## config.mk

```make
export PLATFORM = sky130hd
export DESIGN_NAME = cache_miss_controller_flat
export DESIGN_NICKNAME = d
export VERILOG_FILES = /design/src/rtl/cache_miss_controller_if.sv /design/src/rtl/cache_miss_controller.sv /design/src/flat_wrapper.sv
export SDC_FILE = /design/constraint.sdc
export NUM_CORES = 1
export LEC_CHECK = 0
export CAP_MARGIN = 10
export CORE_AREA = 4 4 505 507
export CTS_CLUSTER_DIAMETER = 50
export DETAILED_ROUTE_END_ITERATION = 10
export DIE_AREA = 0 0 509 511
export SLEW_MARGIN = 20
export SYNTH_ARGS = -nofsm -noshare
export SYNTH_HDL_FRONTEND = slang
export SYNTH_SLANG_ARGS = --single-unit
export TNS_END_PERCENT = 10
```

## constraint.sdc

```tcl
create_clock -name clk_i -period 6.4 [get_ports clk_i]
set_clock_uncertainty 0.15 [all_clocks]
set_input_delay 0.64 -clock clk_i [delete_from_list [all_inputs] [get_ports clk_i]]
set_output_delay 0.64 -clock clk_i [all_outputs]
set_load 0.02 [all_outputs]
```

## src/rtl/cache_miss_controller_if.sv

```systemverilog
// Signal bundle between the miss controller and its CPU port, cache array and line-wide memory port.
interface cache_miss_controller_if #(
    parameter int ADDR_W = 32,
    parameter int LINE_W = 256
);
    logic              cpu_valid;
    logic              cpu_we;
    logic [ADDR_W-1:0] cpu_addr;
    logic [31:0]       cpu_wdata;
    logic              cpu_ready;
    logic [31:0]       cpu_rdata;
    logic              cpu_err;

    logic              cache_re;
    logic              cache_we;
    logic              cache_fill;
    logic [ADDR_W-1:0] cache_addr;
    logic [31:0]       cache_wdata;
    logic [LINE_W-1:0] cache_fill_data;
    logic [31:0]       cache_rdata;
    logic              cache_miss;
    logic              victim_dirty;
    logic [ADDR_W-9:0] victim_tag;
    logic [LINE_W-1:0] victim_line;

    logic              mem_req;
    logic              mem_we;
    logic [ADDR_W-1:0] mem_addr;
    logic [LINE_W-1:0] mem_wdata;
    logic [LINE_W-1:0] mem_rdata;
    logic              mem_ack;

    // master is the controller; slave is the CPU, cache array and memory surrounding it
    modport master (
        input  cpu_valid, cpu_we, cpu_addr, cpu_wdata,
        output cpu_ready, cpu_rdata, cpu_err,
        output cache_re, cache_we, cache_fill, cache_addr, cache_wdata, cache_fill_data,
        input  cache_rdata, cache_miss, victim_dirty, victim_tag, victim_line,
        output mem_req, mem_we, mem_addr, mem_wdata,
        input  mem_rdata, mem_ack
    );

    modport slave (
        output cpu_valid, cpu_we, cpu_addr, cpu_wdata,
        input  cpu_ready, cpu_rdata, cpu_err,
        input  cache_re, cache_we, cache_fill, cache_addr, cache_wdata, cache_fill_data,
        output cache_rdata, cache_miss, victim_dirty, victim_tag, victim_line,
        input  mem_req, mem_we, mem_addr, mem_wdata,
        output mem_rdata, mem_ack
    );
endinterface

```

## src/rtl/cache_miss_controller.sv

```systemverilog
// Miss sequencer for the 2-way write-back cache: lookup, victim write-back, line fetch, fill, replay.
// IDLE accept | LOOKUP hit/miss | WRITEBACK victim out | FETCH line in | FILL fill then replay | DONE cpu_ready
module cache_miss_controller #(
    parameter int ADDR_W  = 32,
    parameter int LINE_W  = 256,
    parameter int TIMEOUT = 255
) (
    input  logic                    clk_i,
    input  logic                    reset_ni,
    cache_miss_controller_if.master bus
);
    localparam int CNT_W = $clog2(TIMEOUT + 1);

    typedef enum logic [2:0] {
        S_IDLE, S_LOOKUP, S_WRITEBACK, S_FETCH, S_FILL, S_DONE
    } state_t;

    state_t              state_q, state_d;
    logic [ADDR_W-1:0]   addr_q, addr_d;
    logic                we_q, we_d;
    logic [31:0]         wdata_q, wdata_d;
    logic [31:0]         rdata_q, rdata_d;
    logic [ADDR_W-9:0]   vtag_q, vtag_d;
    logic [LINE_W-1:0]   vline_q, vline_d;
    logic [LINE_W-1:0]   line_q, line_d;
    logic [CNT_W-1:0]    cnt_q, cnt_d;
    logic                retry_q, retry_d;
    logic                err_q, err_d;
    logic                replay_q, replay_d;
    logic                expired;

    assign expired = (cnt_q == CNT_W'(TIMEOUT - 1));

    always_ff @(posedge clk_i or negedge reset_ni) begin
        if (!reset_ni) begin
            state_q  <= S_IDLE;
            addr_q   <= '0;
            we_q     <= 1'b0;
            wdata_q  <= '0;
            rdata_q  <= '0;
            vtag_q   <= '0;
            vline_q  <= '0;
            line_q   <= '0;
            cnt_q    <= '0;
            retry_q  <= 1'b0;
            err_q    <= 1'b0;
            replay_q <= 1'b0;
        end else begin
            state_q  <= state_d;
            addr_q   <= addr_d;
            we_q     <= we_d;
            wdata_q  <= wdata_d;
            rdata_q  <= rdata_d;
            vtag_q   <= vtag_d;
            vline_q  <= vline_d;
            line_q   <= line_d;
            cnt_q    <= cnt_d;
            retry_q  <= retry_d;
            err_q    <= err_d;
            replay_q <= replay_d;
        end
    end

    always_comb begin
        state_d  = state_q;
        addr_d   = addr_q;
        we_d     = we_q;
        wdata_d  = wdata_q;
        rdata_d  = rdata_q;
        vtag_d   = vtag_q;
        vline_d  = vline_q;
        line_d   = line_q;
        cnt_d    = cnt_q;
        retry_d  = retry_q;
        err_d    = err_q;
        replay_d = replay_q;

        bus.cpu_ready       = 1'b0;
        bus.cpu_rdata       = '0;
        bus.cpu_err         = 1'b0;
        bus.cache_re        = 1'b0;
        bus.cache_we        = 1'b0;
        bus.cache_fill      = 1'b0;
        bus.cache_addr      = '0;
        bus.cache_wdata     = '0;
        bus.cache_fill_data = '0;
        bus.mem_req         = 1'b0;
        bus.mem_we          = 1'b0;
        bus.mem_addr        = '0;
        bus.mem_wdata       = '0;

        case (state_q)
            S_IDLE: begin
                if (bus.cpu_valid) begin
                    addr_d          = bus.cpu_addr;
                    we_d            = bus.cpu_we;
                    wdata_d         = bus.cpu_wdata;
                    rdata_d         = '0;
                    bus.cache_re    = !bus.cpu_we;
                    bus.cache_we    = bus.cpu_we;
                    bus.cache_addr  = bus.cpu_addr;
                    bus.cache_wdata = bus.cpu_wdata;
                    state_d         = S_LOOKUP;
                end
            end
            S_LOOKUP: begin
                if (!bus.cache_miss) begin
                    rdata_d = bus.cache_rdata;
                    state_d = S_DONE;
                end else if (retry_q) begin
                    // the freshly filled line still misses: give up rather than loop
                    err_d   = 1'b1;
                    state_d = S_DONE;
                end else if (bus.victim_dirty) begin
                    vtag_d  = bus.victim_tag;
                    vline_d = bus.victim_line;
                    cnt_d   = '0;
                    state_d = S_WRITEBACK;
                end else begin
                    cnt_d   = '0;
                    state_d = S_FETCH;
                end
            end
            S_WRITEBACK: begin
                bus.mem_req   = 1'b1;
                bus.mem_we    = 1'b1;
                bus.mem_addr  = {vtag_q, addr_q[7:5], 5'b0};
                bus.mem_wdata = vline_q;
                if (bus.mem_ack) begin
                    cnt_d   = '0;
                    state_d = S_FETCH;
                end else if (expired) begin
                    err_d   = 1'b1;
                    state_d = S_DONE;
                end else begin
                    cnt_d = cnt_q + CNT_W'(1);
                end
            end
            S_FETCH: begin
                bus.mem_req  = 1'b1;
                bus.mem_addr = {addr_q[ADDR_W-1:5], 5'b0};
                if (bus.mem_ack) begin
                    line_d  = bus.mem_rdata;
                    state_d = S_FILL;
                end else if (expired) begin
                    err_d   = 1'b1;
                    state_d = S_DONE;
                end else begin
                    cnt_d = cnt_q + CNT_W'(1);
                end
            end
            S_FILL: begin
                bus.cache_addr = addr_q;
                if (!replay_q) begin
                    bus.cache_fill      = 1'b1;
                    bus.cache_fill_data = line_q;
                    retry_d             = 1'b1;
                    replay_d            = 1'b1;
                end else begin
                    bus.cache_re    = !we_q;
                    bus.cache_we    = we_q;
                    bus.cache_wdata = wdata_q;
                    replay_d        = 1'b0;
                    state_d         = S_LOOKUP;
                end
            end
            S_DONE: begin
                bus.cpu_ready = 1'b1;
                bus.cpu_rdata = we_q ? 32'd0 : rdata_q;
                bus.cpu_err   = err_q;
                retry_d       = 1'b0;
                err_d         = 1'b0;
                state_d       = S_IDLE;
            end
            default: state_d = S_IDLE;
        endcase
    end
endmodule

```

## src/flat_wrapper.sv

```systemverilog
// flat-port wrapper written by rule: the top's interface ports become plain ports
module cache_miss_controller_flat 
#(
    parameter int ADDR_W  = 32,
    parameter int LINE_W  = 256,
    parameter int TIMEOUT = 255
)
  (clk_i, reset_ni, bus_cpu_valid, bus_cpu_we, bus_cpu_addr, bus_cpu_wdata, bus_cpu_ready, bus_cpu_rdata, bus_cpu_err, bus_cache_re, bus_cache_we, bus_cache_fill, bus_cache_addr, bus_cache_wdata, bus_cache_fill_data, bus_cache_rdata, bus_cache_miss, bus_victim_dirty, bus_victim_tag, bus_victim_line, bus_mem_req, bus_mem_we, bus_mem_addr, bus_mem_wdata, bus_mem_rdata, bus_mem_ack);
  cache_miss_controller_if #(.ADDR_W(ADDR_W), .LINE_W(LINE_W)) bus_i ();
  input  logic clk_i;
  input  logic reset_ni;
  input wire logic [$bits(bus_i.cpu_valid)-1:0] bus_cpu_valid;
  input wire logic [$bits(bus_i.cpu_we)-1:0] bus_cpu_we;
  input wire logic [$bits(bus_i.cpu_addr)-1:0] bus_cpu_addr;
  input wire logic [$bits(bus_i.cpu_wdata)-1:0] bus_cpu_wdata;
  output wire logic [$bits(bus_i.cpu_ready)-1:0] bus_cpu_ready;
  output wire logic [$bits(bus_i.cpu_rdata)-1:0] bus_cpu_rdata;
  output wire logic [$bits(bus_i.cpu_err)-1:0] bus_cpu_err;
  output wire logic [$bits(bus_i.cache_re)-1:0] bus_cache_re;
  output wire logic [$bits(bus_i.cache_we)-1:0] bus_cache_we;
  output wire logic [$bits(bus_i.cache_fill)-1:0] bus_cache_fill;
  output wire logic [$bits(bus_i.cache_addr)-1:0] bus_cache_addr;
  output wire logic [$bits(bus_i.cache_wdata)-1:0] bus_cache_wdata;
  output wire logic [$bits(bus_i.cache_fill_data)-1:0] bus_cache_fill_data;
  input wire logic [$bits(bus_i.cache_rdata)-1:0] bus_cache_rdata;
  input wire logic [$bits(bus_i.cache_miss)-1:0] bus_cache_miss;
  input wire logic [$bits(bus_i.victim_dirty)-1:0] bus_victim_dirty;
  input wire logic [$bits(bus_i.victim_tag)-1:0] bus_victim_tag;
  input wire logic [$bits(bus_i.victim_line)-1:0] bus_victim_line;
  output wire logic [$bits(bus_i.mem_req)-1:0] bus_mem_req;
  output wire logic [$bits(bus_i.mem_we)-1:0] bus_mem_we;
  output wire logic [$bits(bus_i.mem_addr)-1:0] bus_mem_addr;
  output wire logic [$bits(bus_i.mem_wdata)-1:0] bus_mem_wdata;
  input wire logic [$bits(bus_i.mem_rdata)-1:0] bus_mem_rdata;
  input wire logic [$bits(bus_i.mem_ack)-1:0] bus_mem_ack;
  assign bus_i.cpu_valid = bus_cpu_valid;
  assign bus_i.cpu_we = bus_cpu_we;
  assign bus_i.cpu_addr = bus_cpu_addr;
  assign bus_i.cpu_wdata = bus_cpu_wdata;
  assign bus_cpu_ready = bus_i.cpu_ready;
  assign bus_cpu_rdata = bus_i.cpu_rdata;
  assign bus_cpu_err = bus_i.cpu_err;
  assign bus_cache_re = bus_i.cache_re;
  assign bus_cache_we = bus_i.cache_we;
  assign bus_cache_fill = bus_i.cache_fill;
  assign bus_cache_addr = bus_i.cache_addr;
  assign bus_cache_wdata = bus_i.cache_wdata;
  assign bus_cache_fill_data = bus_i.cache_fill_data;
  assign bus_i.cache_rdata = bus_cache_rdata;
  assign bus_i.cache_miss = bus_cache_miss;
  assign bus_i.victim_dirty = bus_victim_dirty;
  assign bus_i.victim_tag = bus_victim_tag;
  assign bus_i.victim_line = bus_victim_line;
  assign bus_mem_req = bus_i.mem_req;
  assign bus_mem_we = bus_i.mem_we;
  assign bus_mem_addr = bus_i.mem_addr;
  assign bus_mem_wdata = bus_i.mem_wdata;
  assign bus_i.mem_rdata = bus_mem_rdata;
  assign bus_i.mem_ack = bus_mem_ack;
  cache_miss_controller #(.ADDR_W(ADDR_W), .LINE_W(LINE_W), .TIMEOUT(TIMEOUT)) u_core (.clk_i(clk_i), .reset_ni(reset_ni), .bus(bus_i));
endmodule
```

After elaboration in Yosys (flattened, before gate mapping) --
Cells that the tools add are included.
Storage, ports and cells: flip-flop bits (word level) 647, input bits 639, output and inout bits 647, word-level logic and storage cells 94
Cells by class: add/subtract/negate cells 1, equality and inequality tests 16, muxes and demuxes 48, bitwise gates (word level) 1, reductions and logical operators 16
Operator list (count):
- two-way mux 256 bit | 3
- case mux 32 bit (2 select lines) | 4
- two-way mux 32 bit | 7
- two-way mux 8 bit | 5
- case mux 8 bit (3 select lines) | 1
- two-way mux 3 bit | 7
- two-way mux 1 bit | 16
- case mux 3 bit (5 select lines) | 1
- != test 2 bit, second input constant | 7
- adder 8 x 1 -> 8 bit, second input constant | 1
- == test 8 bit, second input constant | 1
- AND reduction 2 bit | 4
- AND reduction 4 bit | 2
- == test 3 x 2 -> 1 bit, second input constant | 2
- == test 3 bit, second input constant | 2
- != test 2 x 1 -> 1 bit, second input constant | 3
- case mux 1 bit (2 select lines) | 3
- nonzero test 3 bit | 2
- AND reduction 5 bit | 1
- nonzero test 2 bit | 2
- == test 3 x 1 -> 1 bit, second input constant | 1
- zero test 3 bit | 1
- case mux 1 bit (3 select lines) | 1
- AND reduction 3 bit | 1
- 3 further kinds | 4

Longest topological paths before layout --
depth after elaboration 4, depth in mapped cells 8, gate-level depth less buffers 6

Least setup slack after synthesis --
Ideal clock, no wire load.
kind input to output, start input bus_cpu_valid, end output bus_cache_addr[0], data arrival time 1829 ps, required time 5610 ps, setup slack 3781 ps, stages on the path 4, path buffers 2, path through nor4b_2 -> clkbuf_1 -> clkbuf_1 -> a22o_1
On the way: cells in the longest elaborated chain, start to end 2
Ends and longest elaborated chain:
- start, declared | RTL line flat_wrapper.sv:12 | input wire logic [$bits(bus_i.cpu_valid)-1:0] bus_cpu_valid;
- two-way mux 32 bit | RTL line cache_miss_controller.sv:94 | if (bus.cpu_valid) begin
- case mux 32 bit (2 select lines) | RTL line cache_miss_controller.sv:92 | case (state_q)
- end, declared | RTL line flat_wrapper.sv:22 | output wire logic [$bits(bus_i.cache_addr)-1:0] bus_cache_addr;
No other way between the ends.

Worst setup path after layout --
start register u_core.state_q[1], end output bus_cache_fill_data[173]
On the way: cells in the longest elaborated chain, start to end 2
Ends and longest elaborated chain:
- start, declared | RTL line cache_miss_controller.sv:18 | state_t state_q, state_d;
- start signal, assigned | RTL line cache_miss_controller.sv:49 | state_q <= state_d;
- == test 3 bit | RTL line cache_miss_controller.sv:92
- two-way mux 256 bit | RTL line cache_miss_controller.sv:92
- end, declared | RTL line flat_wrapper.sv:24 | output wire logic [$bits(bus_i.cache_fill_data)-1:0] bus_cache_fill_data;
No other way between the ends.

==> qor.txt <==
status -> finished clean
worst min path class -> in2reg
grt ovf -> 0
drt drc -> 0
Final Core Density -> 20.0%
Clock transition at path regs -> 60 ps
CP cell instances -> nor2_1 > and2_1 > buf_4 > nand2b_1 > inv_6 > buf_4 > and2_1 > clkdlybuf4s50_1
Critical Path End Type -> output pin
post-route minimum period -> 5230 ps
most frequent cells after synthesis -> dfrtp_1 (647), and2_1 (549), mux2_2 (382)
mux contribution to synthesized area -> 24.1%
Layout area overhead -> 72.1%
Crit path required time -> 5610 ps
Lkg Pwr -> 19.9 nW
PD cells -> 419 mW/mm^2
Synth area leader -> dfrtp_1
Post-synth EDFFs -> 0
TritonCTS clock tree -> done
unrepaired setup endpoints after global routing -> no
count of final setup violators -> 0
CTS sink count -> 647
total number of vias -> 24100
Initial DRT Pass Iterations -> 5
Worst slew margin -> 30.4%
setup bufs post-CTS -> 0
# rows -> 184
die width -> 509 um
drt via density -> 3.43
most common cell in the synthesized netlist -> dfrtp_1
die area -> 0.260 mm^2
Root Driver -> clkbuf_16
setup TNS -> 0 ps
total power -> 20.9 mW
fmax -> 191 MHz
Initial Util -> 11.6%
Skew-Pair Late Insertion Delay -> 740 ps
H-tree levels -> 3
register area share after synthesis -> 55.7%
Placer Congestion -> 1.01
CTS Buffer Depth -> 3
IO buf count -> 1280
CORE AREA -> 0.250 mm^2
cells after synthesis -> 2263
TritonCTS buffer count -> 115
vias in the first global route -> 25200
nature of the critical path startpoint -> flop
largest family of logic cells by synthesized area -> multiplexers
Crit-path slowest cell -> clkdlybuf4s50_1
flop2flop setup slack -> 2830 ps
Routed Antenna Nets -> 0
total track usage -> 14.0%
Die Ht -> 511 um
Netlist Area Pre-Place -> 0.0291 mm^2
Final Cycle Share -> 81.8%
WP data arrival -> 4440 ps
DPL Wire Length -> 157 mm
DR WL/cell -> 26.8 um
Synth top area share -> 55.7%
Top delay family on crit path -> buffers and inverters
pre-CTS WS -> 1820 ps
Yosys Warn Count -> 0
largest cells by area after synthesis -> dfrtp_1 (56%), mux2_2 (15%), and2_1 (12%)
final WL -> 188 mm
Final nets -> 4187
register bit count reported by yosys -> 647
Crit Path Max Fanout -> 84
Fin. Hold Viols -> 0
number of I/O pins -> 1286
final setup margin -> 1170 ps
Worst-Margin Slew -> 1040 ps
crit-path max cell delay -> 640 ps
initial antenna violation count -> 235
Initial DRC Count -> 1140
Post-Synth Adder-Cell Area -> 0.0861%
Synth Area in Compound Gates -> 3.31%
share of cells above drive strength 1 -> 17.8%
synth unique cells -> 38
max cap viols -> 0
post-synthesis simple-gate area fraction -> 13.8%
Max Transition Viols Final -> 0
first-pass GRT wire length -> 244 mm
Avg Cell Area, Syn -> 12.8 um^2
asr flop ratio synth -> 100%
IR drop worst, VDD -> 0.243 mV
Synth Flop Type -> dfrtp_1
largest net degree at the start of global routing -> 147
Synth Area in XOR/XNOR -> 0%
worst setup path class -> reg2out
Bufs and invs on worst path -> 4
## layout by cell type (no fill, tap or decap), types with 3 or more instances in the layout
cell type and count:
clkdlybuf4s50_1 1279, dfrtp_1 646, and2_1 549, mux2_2 382, mux2_1 219, clkbuf_16 115
nand2_1 76, a22o_1 71, o21ai_0 42, diode_2 35, buf_4 34, nor2_1 30
mux2i_1 24, inv_6 16, clkinv_2 15, bufinv_16 14, clkinvlp_4 12, buf_12 12
clkinv_4 11, clkbuf_1 10, a21oi_1 9, nand3_1 8, clkbuf_8 8, inv_1 7
inv_8 7, conb_1 5, clkinv_16 5, and3_1 3
## worst register-to-register path, stage by stage (launching register included)
cell and delay (ps):
dfrtp_1 620, nand2b_2 340, buf_4 450, inv_2 200
nand3_4 490, buf_12 560, mux2_2 650
## power breakdown
group          internal, mW  switching [mW]
Sequential             6.06            1.35
Combinational          3.56            3.42
Clock                  4.02            2.53
## cell families after synthesis
| logic type | Yosys count |
|---|---|
| other cells | 1 |
| compound gates | 133 |
| flops | 647 |
| mux | 625 |
| buf+inv | 174 |
| fa+ha+maj | 2 |
| simple gates | 681 |
## cell type report
| cell class | count | area [um^2] |
|---|---|---|
| antenna | 35 | 87.6 |
| timing repair buffer | 1327 | 13300 |
| inverter | 9 | 38.8 |
| fill | 27300 | 200000 |
| multi-input combinational | 1446 | 12100 |
| clock inverter | 81 | 1080 |
| tap | 3348 | 4190 |
| sequential | 647 | 16200 |
| clock buffer | 133 | 3030 |
## worst paths after layout
check,startpoint,end,cells after the start
min in group asynchronous,reset_ni,u_core.line_q[164],2
setup / recovery,u_core.state_q[1],bus_cache_fill_data[173],8
setup reg to reg,u_core.state_q[2],u_core.line_q[144],6
hold / removal,bus_cache_rdata[14],u_core.rdata_q[14],3
max in group asynchronous,reset_ni,u_core.vline_q[211],3
hold reg to reg,u_core.rdata_q[30],u_core.rdata_q[30],2
## per-stage QoR
| stage | instance area (um^2) | std cells | hold WS [ps] |
|---|---|---|---|
| final | 50000 | 7026 | 259 |
| after global routing | 50000 | 7010 | 194 |
| after CTS | 49900 | 6991 | 134 |
| after detailed placement | 45800 | 6776 | 312 |
| after global placement | 45800 | 6775 | 307 |
| after floorplan | 29100 | 2267 | 194 |
## flip-flops by register name, indices dropped and copies added (netlist names), 3 cells and up
name            cells
u_core.rdata_q     32
u_core.vline_q    256
u_core.line_q     256
u_core.state_q      3
u_core.cnt_q        8
u_core.wdata_q     32
u_core.vtag_q      24
u_core.addr_q      32
## per-layer routing
layer  up-vias  share of wire [%]  GRT usage [%]
met5         -               0.44              0
met4       130                3.9           5.44
met3       495                 13           7.75
met2      1406                 48           23.9
met1     11800                 34           14.1
li1      10300                  -              -
## timing repair
item                      4_1_cts  5_1_grt
hold buffers                    1        0
hold endpoints to repair       85        0
resized for setup               0        0
Note: power is estimated with default switching activity, not from simulation.
